[config.mk]
export PLATFORM = sky130hd
export DESIGN_NAME = bus_arbiter_reg
export DESIGN_NICKNAME = d
export VERILOG_FILES = /design/src/rtl/bus_arbiter_reg.sv
export SDC_FILE = /design/constraint.sdc
export NUM_CORES = 1
export LEC_CHECK = 0
export CORE_MARGIN = 10
export CORE_UTILIZATION = 40
export CTS_CLUSTER_DIAMETER = 200
export DETAILED_ROUTE_END_ITERATION = 16
export DONT_BUFFER_PORTS = 1
export GPL_TIMING_DRIVEN = 0
export PLACE_DENSITY_LB_ADDON = 0.1
export SLEW_MARGIN = 20
export SYNTH_ARGS = -nofsm -noshare
export SYNTH_HDL_FRONTEND = slang
export SYNTH_SLANG_ARGS = --single-unit
[constraint.sdc]
create_clock -name clk_i -period 4.7 [get_ports clk_i]
set_input_delay 0.705 -clock clk_i [delete_from_list [all_inputs] [get_ports clk_i]]
set_output_delay 0.705 -clock clk_i [all_outputs]
set_load 0.05 [all_outputs]
[src/rtl/bus_arbiter_reg.sv]
`default_nettype none
// +----------------------------------------------------------------------------+
// | Module   : bus_arbiter_reg                                                 |
// | Purpose  : Registered fixed-priority N-source bus with sticky conflict     |
// |            status and a saturating transfer counter. Optional conflict     |
// |            trap FSM is enabled by defining BUS_CONFLICT_TRAP_EN.           |
// | Revision : 1.0                                                             |
// +----------------------------------------------------------------------------+
module bus_arbiter_reg #(
  parameter  int N_SRC     = 5,
  parameter  int DATA_W    = 8,
  parameter  int ADDR_W    = 4,
  parameter  int CNT_W     = 16,
  parameter  int IDLE_HOLD = 0,
  localparam int SRC_IDX_W = (N_SRC <= 2) ? 1 : $clog2(N_SRC)
) (
  input  logic                      clk_i,
  input  logic                      rst_n_i,
  input  logic [N_SRC*DATA_W-1:0]   src_data_i,
  input  logic [N_SRC-1:0]          src_en_i,
  input  logic                      conflict_clr_i,
  input  logic                      cnt_clr_i,
  output logic [DATA_W-1:0]         bus_o,
  output logic [ADDR_W-1:0]         mar_o,
  output logic                      bus_valid_o,
  output logic [SRC_IDX_W-1:0]      bus_src_o,
  output logic                      conflict_o,
  output logic [N_SRC-1:0]          conflict_mask_o,
  output logic [CNT_W-1:0]          xfer_cnt_o
);

  logic [DATA_W-1:0]    r_bus;
  logic                 r_valid;
  logic [SRC_IDX_W-1:0] r_src;
  logic                 r_conflict;
  logic [N_SRC-1:0]     r_mask;
  logic [CNT_W-1:0]     r_cnt;

  logic [SRC_IDX_W-1:0] w_win_idx;
  logic [DATA_W-1:0]    w_win_data;
  logic                 w_any;
  logic                 w_multi;
  logic                 w_arb_en;
  logic                 w_grant;

  // Scan from the top down so the lowest-index requester is the last writer.
  always_comb begin
    w_win_idx  = '0;
    w_win_data = '0;
    for (int k = N_SRC - 1; k >= 0; k--) begin
      if (src_en_i[k]) begin
        w_win_idx  = SRC_IDX_W'(k);
        w_win_data = src_data_i[k*DATA_W +: DATA_W];
      end
    end
  end

  assign w_any   = |src_en_i;
  // More than one bit set iff clearing the lowest set bit leaves something.
  assign w_multi = |(src_en_i & (src_en_i - N_SRC'(1)));

`ifdef BUS_CONFLICT_TRAP_EN
  typedef enum logic [0:0] {
    RUN  = 1'b0,
    TRAP = 1'b1
  } state_t;

  state_t r_state;

  // A clean clear releases the trap and lets this edge's grant through.
  assign w_arb_en = (r_state == RUN) || (conflict_clr_i && !w_multi);
`else
  assign w_arb_en = 1'b1;
`endif

  assign w_grant = w_arb_en && w_any;

  always_ff @(posedge clk_i or negedge rst_n_i) begin
    if (!rst_n_i) begin
      r_bus      <= '0;
      r_valid    <= 1'b0;
      r_src      <= '0;
      r_conflict <= 1'b0;
      r_mask     <= '0;
      r_cnt      <= '0;
`ifdef BUS_CONFLICT_TRAP_EN
      r_state    <= RUN;
`endif
    end else begin
      if (w_grant) begin
        r_bus   <= w_win_data;
        r_valid <= 1'b1;
        r_src   <= w_win_idx;
      end else begin
        r_valid <= 1'b0;
        if (w_arb_en && (IDLE_HOLD == 0)) begin
          r_bus <= '0;
        end
      end

      if (cnt_clr_i) begin
        r_cnt <= w_grant ? CNT_W'(1) : '0;
      end else if (w_grant && !(&r_cnt)) begin
        r_cnt <= r_cnt + CNT_W'(1);
      end

      // Set beats clear: a colliding clear restarts the mask from this cycle.
      if (w_multi) begin
        r_conflict <= 1'b1;
        r_mask     <= conflict_clr_i ? src_en_i : (r_mask | src_en_i);
      end else if (conflict_clr_i) begin
        r_conflict <= 1'b0;
        r_mask     <= '0;
      end

`ifdef BUS_CONFLICT_TRAP_EN
      case (r_state)
        RUN:     if (w_multi) r_state <= TRAP;
        TRAP:    if (conflict_clr_i && !w_multi) r_state <= RUN;
        default: r_state <= RUN;
      endcase
`endif
    end
  end

  assign bus_o           = r_bus;
  assign mar_o           = r_bus[ADDR_W-1:0];
  assign bus_valid_o     = r_valid;
  assign bus_src_o       = r_src;
  assign conflict_o      = r_conflict;
  assign conflict_mask_o = r_mask;
  assign xfer_cnt_o      = r_cnt;

endmodule
`default_nettype wire

After elaboration in Yosys (flattened, before gate mapping)
Cells that the tools add are included.
{"block": "word_totals", "regBits": 34, "in_bits": 49, "word_cells": 37}
{"block": "classes", "n_addsub": 2, "n_mux": 20, "bitwise_logic": 2, "n_reduce_logical": 7}
{"op": "$mux W8", "n": 6}
{"op": "$mux W16", "n": 2}
{"op": "$add A16 B1 Y16 const B", "n": 1}
{"op": "$reduce_and A16 Y1", "n": 1}
{"op": "$mux W3", "n": 5}
{"op": "$mux W5", "n": 3}
{"op": "$reduce_or A5 Y1", "n": 2}
{"op": "$and A5 B5 Y5", "n": 1}
{"op": "$or A5 B5 Y5", "n": 1}
{"op": "$sub A5 B1 Y5 const B", "n": 1}
{"op": "$mux W1", "n": 4}
{"op": "$reduce_bool A2 Y1", "n": 2}
{"op": "$logic_and A1 B1 Y1", "n": 1}
{"op": "$logic_not A1 Y1", "n": 1}

Logic depth before layout (Yosys ltp)
{"block": "depth", "word_depth": 6, "mapped_depth": 7}

Worst setup path after synthesis
No wires, ideal clock.
{"block": "synth_timing", "kind": "register to register", "startpoint": "register r_cnt[0], in the netlist xfer_cnt_o[0]", "endpoint": "register r_cnt[7], in the netlist xfer_cnt_o[7]", "arrival_ns": 2.013, "required_time_ns": 4.575, "slack_ns": 2.562, "path_stages_with_launch": 7, "cell_sequence": "dfrtp_1 > ha_1 > nand4_1 > nor4_4 > buf_2 > nor4_2 > mux2_4"}
{"block": "synth_between", "elab_chain_cells": 4, "elab_cells_between_ends": 7, "cone_classes": "add/sub: 1; mux: 2; reduce/logical: 4"}
{"item": "start, declared", "line": "37", "source": "logic [CNT_W-1:0] r_cnt;"}
{"item": "start signal, assigned", "line": "102", "source": "r_cnt <= w_grant ? CNT_W'(1) : '0;"}
{"item": "start signal, assigned", "line": "104", "source": "r_cnt <= r_cnt + CNT_W'(1);"}
{"item": "branches (longest 4 deep; another with $add A16 B1 Y16)"}
Parallel ways; which one is timed is not known. The select of a mux whose other input is x is not followed.
A chain may end at the register's enable or synchronous reset.

Worst setup path in the final report
Ends and elaborated chain as after synthesis.

==> impl_metrics.env <==
export IMPL_syn_inst=187
export IMPL_io_pins=87
export IMPL_rows=25
export IMPL_ctsHoldBuffers=0
export IMPL_synth_nets=237
export IMPL_grt_start_max_net_pins=35
export IMPL_synth_top_flop_cell="dfrtp_1"
export IMPL_vias=1617
export IMPL_die_h_um=89.0
export IMPL_hpwl_mm=4.40
export IMPL_clock_power_share=0.313
export IMPL_clk_latency_ns=0.28
export IMPL_nNetsFinal=244
export IMPL_critical_path_buf_inv_count=1
export IMPL_fmax_mhz=410
export IMPL_detail_route_wl_per_cell_um=23.1
export IMPL_synthTopCellsByArea="dfrtp_1, a222oi_1, o221ai_1"
export IMPL_vdd_drop_max_mv=0.127
export IMPL_crit_family="flip-flops"
export IMPL_grt_pass1_vias=1698
export IMPL_ys_ff_latch=34
export IMPL_async_flop_share=1.00
export IMPL_grt_pass1_wl_mm=8.76
export IMPL_period_share=0.519
export IMPL_finalHoldViolCount=0
export IMPL_crit_slowest_cell="dfrtp_1"
export IMPL_port_buffers=0
export IMPL_arrival_ns=2.61
export IMPL_status="completed"
export IMPL_setup_ws_ns=2.26
export IMPL_drive_gt1_frac=0.149
export IMPL_cts_max_path_buffers=2
export IMPL_area_growth_pct=7.57
export IMPL_drv_cap=0
export IMPL_grt_total_usage=0.140
export IMPL_clk_pin_slew_worst_paths_ns=0.07
export IMPL_dpl_instance_area_mm2=0.00197
export IMPL_finalClockSkew_ns=0.00501
export IMPL_cts_sinks=34
export IMPL_sw_frac_of_total=0.337
export IMPL_drt_iter0_drc=135
export IMPL_h_tree_depth=2
export IMPL_post_cts_buffers=0
export IMPL_timing_critical_path_slowest_cell_delay_ns=0.73
export IMPL_grt_setup_unrepaired="false"
export IMPL_p_comb_frac=0.113
export IMPL_netlist_area_leader_share=0.447
export IMPL_crit_path_max_fanout=10
export IMPL_slew_viol_final=0
export IMPL_post_place_ws_ns=2.26
export IMPL_yosys_warnings=0
export IMPL_antenna_left=0
export IMPL_path_class="register to register"
export IMPL_syn_avg_cell_area_um2=10.2
export IMPL_p_per_area_mw_per_mm2=322
export IMPL_overflow=0
export IMPL_finalSetupViolations=0
export IMPL_p_int_uw=437
export IMPL_globalplace_congestion=0.820
export IMPL_synth_edf_count=0
export IMPL_start_util=0.408
export IMPL_holdCritPathClass="input port to asynchronous set/reset pin"
export IMPL_drc=0
export IMPL_vias_per_cell=6.52
export IMPL_postLayoutCellArea_mm2=0.00205
export IMPL_cts_made_buffers=5
export IMPL_seqPwrFrac=0.574
export IMPL_dieArea_mm2=0.00791
export IMPL_period_minus_slack_ns=2.44
export IMPL_ys_seq_area_frac=0.447
export IMPL_num_antenna_cells=0
export IMPL_power_switching_uw=222
export IMPL_antenna_found_initial=0
export IMPL_core_area_mm2=0.00466
export IMPL_fin_setup_tns_ns=0
export IMPL_yosysTopAreaCell="dfrtp_1"
export IMPL_cp_end_kind="register"
export IMPL_ctsResizeCount=0
export IMPL_setup_worst_path_start_class="register"
export IMPL_dr_pass1_iters=5
export IMPL_cts_tree="done"
export IMPL_slew_headroom=0.370
export IMPL_crit_required_ns=4.87
export IMPL_p_leak_uw=0.000802
export IMPL_die_w_um=89.0
export IMPL_routed_wl_mm=5.72
export IMPL_tightest_slew_ns=0.937
export IMPL_ys_types=49
export IMPL_root_buffer="clkbuf_8"
export IMPL_cp_cell_sequence="ha_1, nand4_1, nor4_4, buf_2, nor4_2, mux2_4"
export IMPL_synth_area_mm2=0.00190
==> placed cells by master (no fill, tap or decap), drive strengths merged, types with 2 or more instances in the layout <==
cell / instances
nor3: 8
nor2: 12
o21ai: 8
a222oi: 8
or4: 4
and4: 2
a21oi: 15
inv: 10
dfrtp: 34
nand3: 4
mux2: 4
nor2b: 7
buf: 12
clkbuf: 10
o221ai: 9
nor4: 4
nor3b: 3
nand4: 5
a211oi: 3
nand2: 7
o31ai: 3
a31oi: 2
o41ai: 5
==> Yosys cell counts (all sizes together), types with 2 or more instances <==
cell type and n:
a21oi 15, a222oi 8, o221ai 9, or4 4, nor2 12, mux2 4, nand4 5, nor3 8
o21ai 8, nand3 4, a31oi 2, o31ai 3, nand2 7, clkbuf 3, and4 2, dfrtp 34
inv 10, a211oi 3, nor3b 3, o41ai 5, nor4 4, nor2b 7, buf 12
==> kinds of logic after synthesis <==
logic type | count (synthesis) | share of synthesized area
buffers and inverters | 26 | 0.0710
and+or+nand+nor | 60 | 0.208
muxes | 4 | 0.0276
adders and majority gates | 2 | 0.0118
DFF | 34 | 0.447
AOI/OAI and AO/OA | 61 | 0.234
==> per-layer routing <==
layer  global-route usage  wire length [µm]  vias up
met5                    0                 0        -
met4               0.0578                48        0
met3               0.0602               628        4
met2                0.233              2840       69
met1                0.154              2200      797
li1                     -                 -      747
==> power groups by stage <==
stage	sequential [µW]	clock (µW)	combinational (µW)
final	378	206	74.5
after global placement	385	0	72.9
after CTS	379	214	75.0
after floorplan	379	0	63.3
after detailed placement	385	0	74.8
after global routing	380	229	82.5
==> worst paths after layout <==
kind                                          from                 end  slack, ns  cells past startpoint
worst max-delay path                 xfer_cnt_o[0]       xfer_cnt_o[7]       2.26                      6
worst min-delay path                       rst_n_i      xfer_cnt_o[10]       0.11                      0
worst max register to register       xfer_cnt_o[0]       xfer_cnt_o[7]       2.26                      6
worst min register to register  conflict_mask_o[2]  conflict_mask_o[2]       0.78                      2
max in group asynchronous                  rst_n_i            bus_o[1]       4.51                      0
min in group clk_i                  conflict_clr_i  conflict_mask_o[3]       0.52                      1
==> registers in the layout (all words and copies together), names as in the netlist <==
register	count
bus_o	8
bus_src_o	3
bus_valid_o	1
conflict_mask_o	5
conflict_o	1
xfer_cnt_o	16
==> per-stage QoR <==
step	util	power, µW	hold slack (ns)	std cells
CTS	0.439	668	0.100	248
global placement	0.423	457	0.411	241
global route	0.439	692	0.0917	248
finish	0.439	659	0.113	248
detailed placement	0.423	460	0.411	241
floorplan	-	442	0.409	187
==> cell type report <==
class | count | area, µm²
clock buffer | 7 | 76.3
multi-input combinational | 127 | 916
sequential | 34 | 851
fill | 465 | 2620
inverter | 11 | 41.3
tap | 54 | 67.6
buffer | 15 | 93.8
No activity file was read; power rests on OpenSTA's default activity.
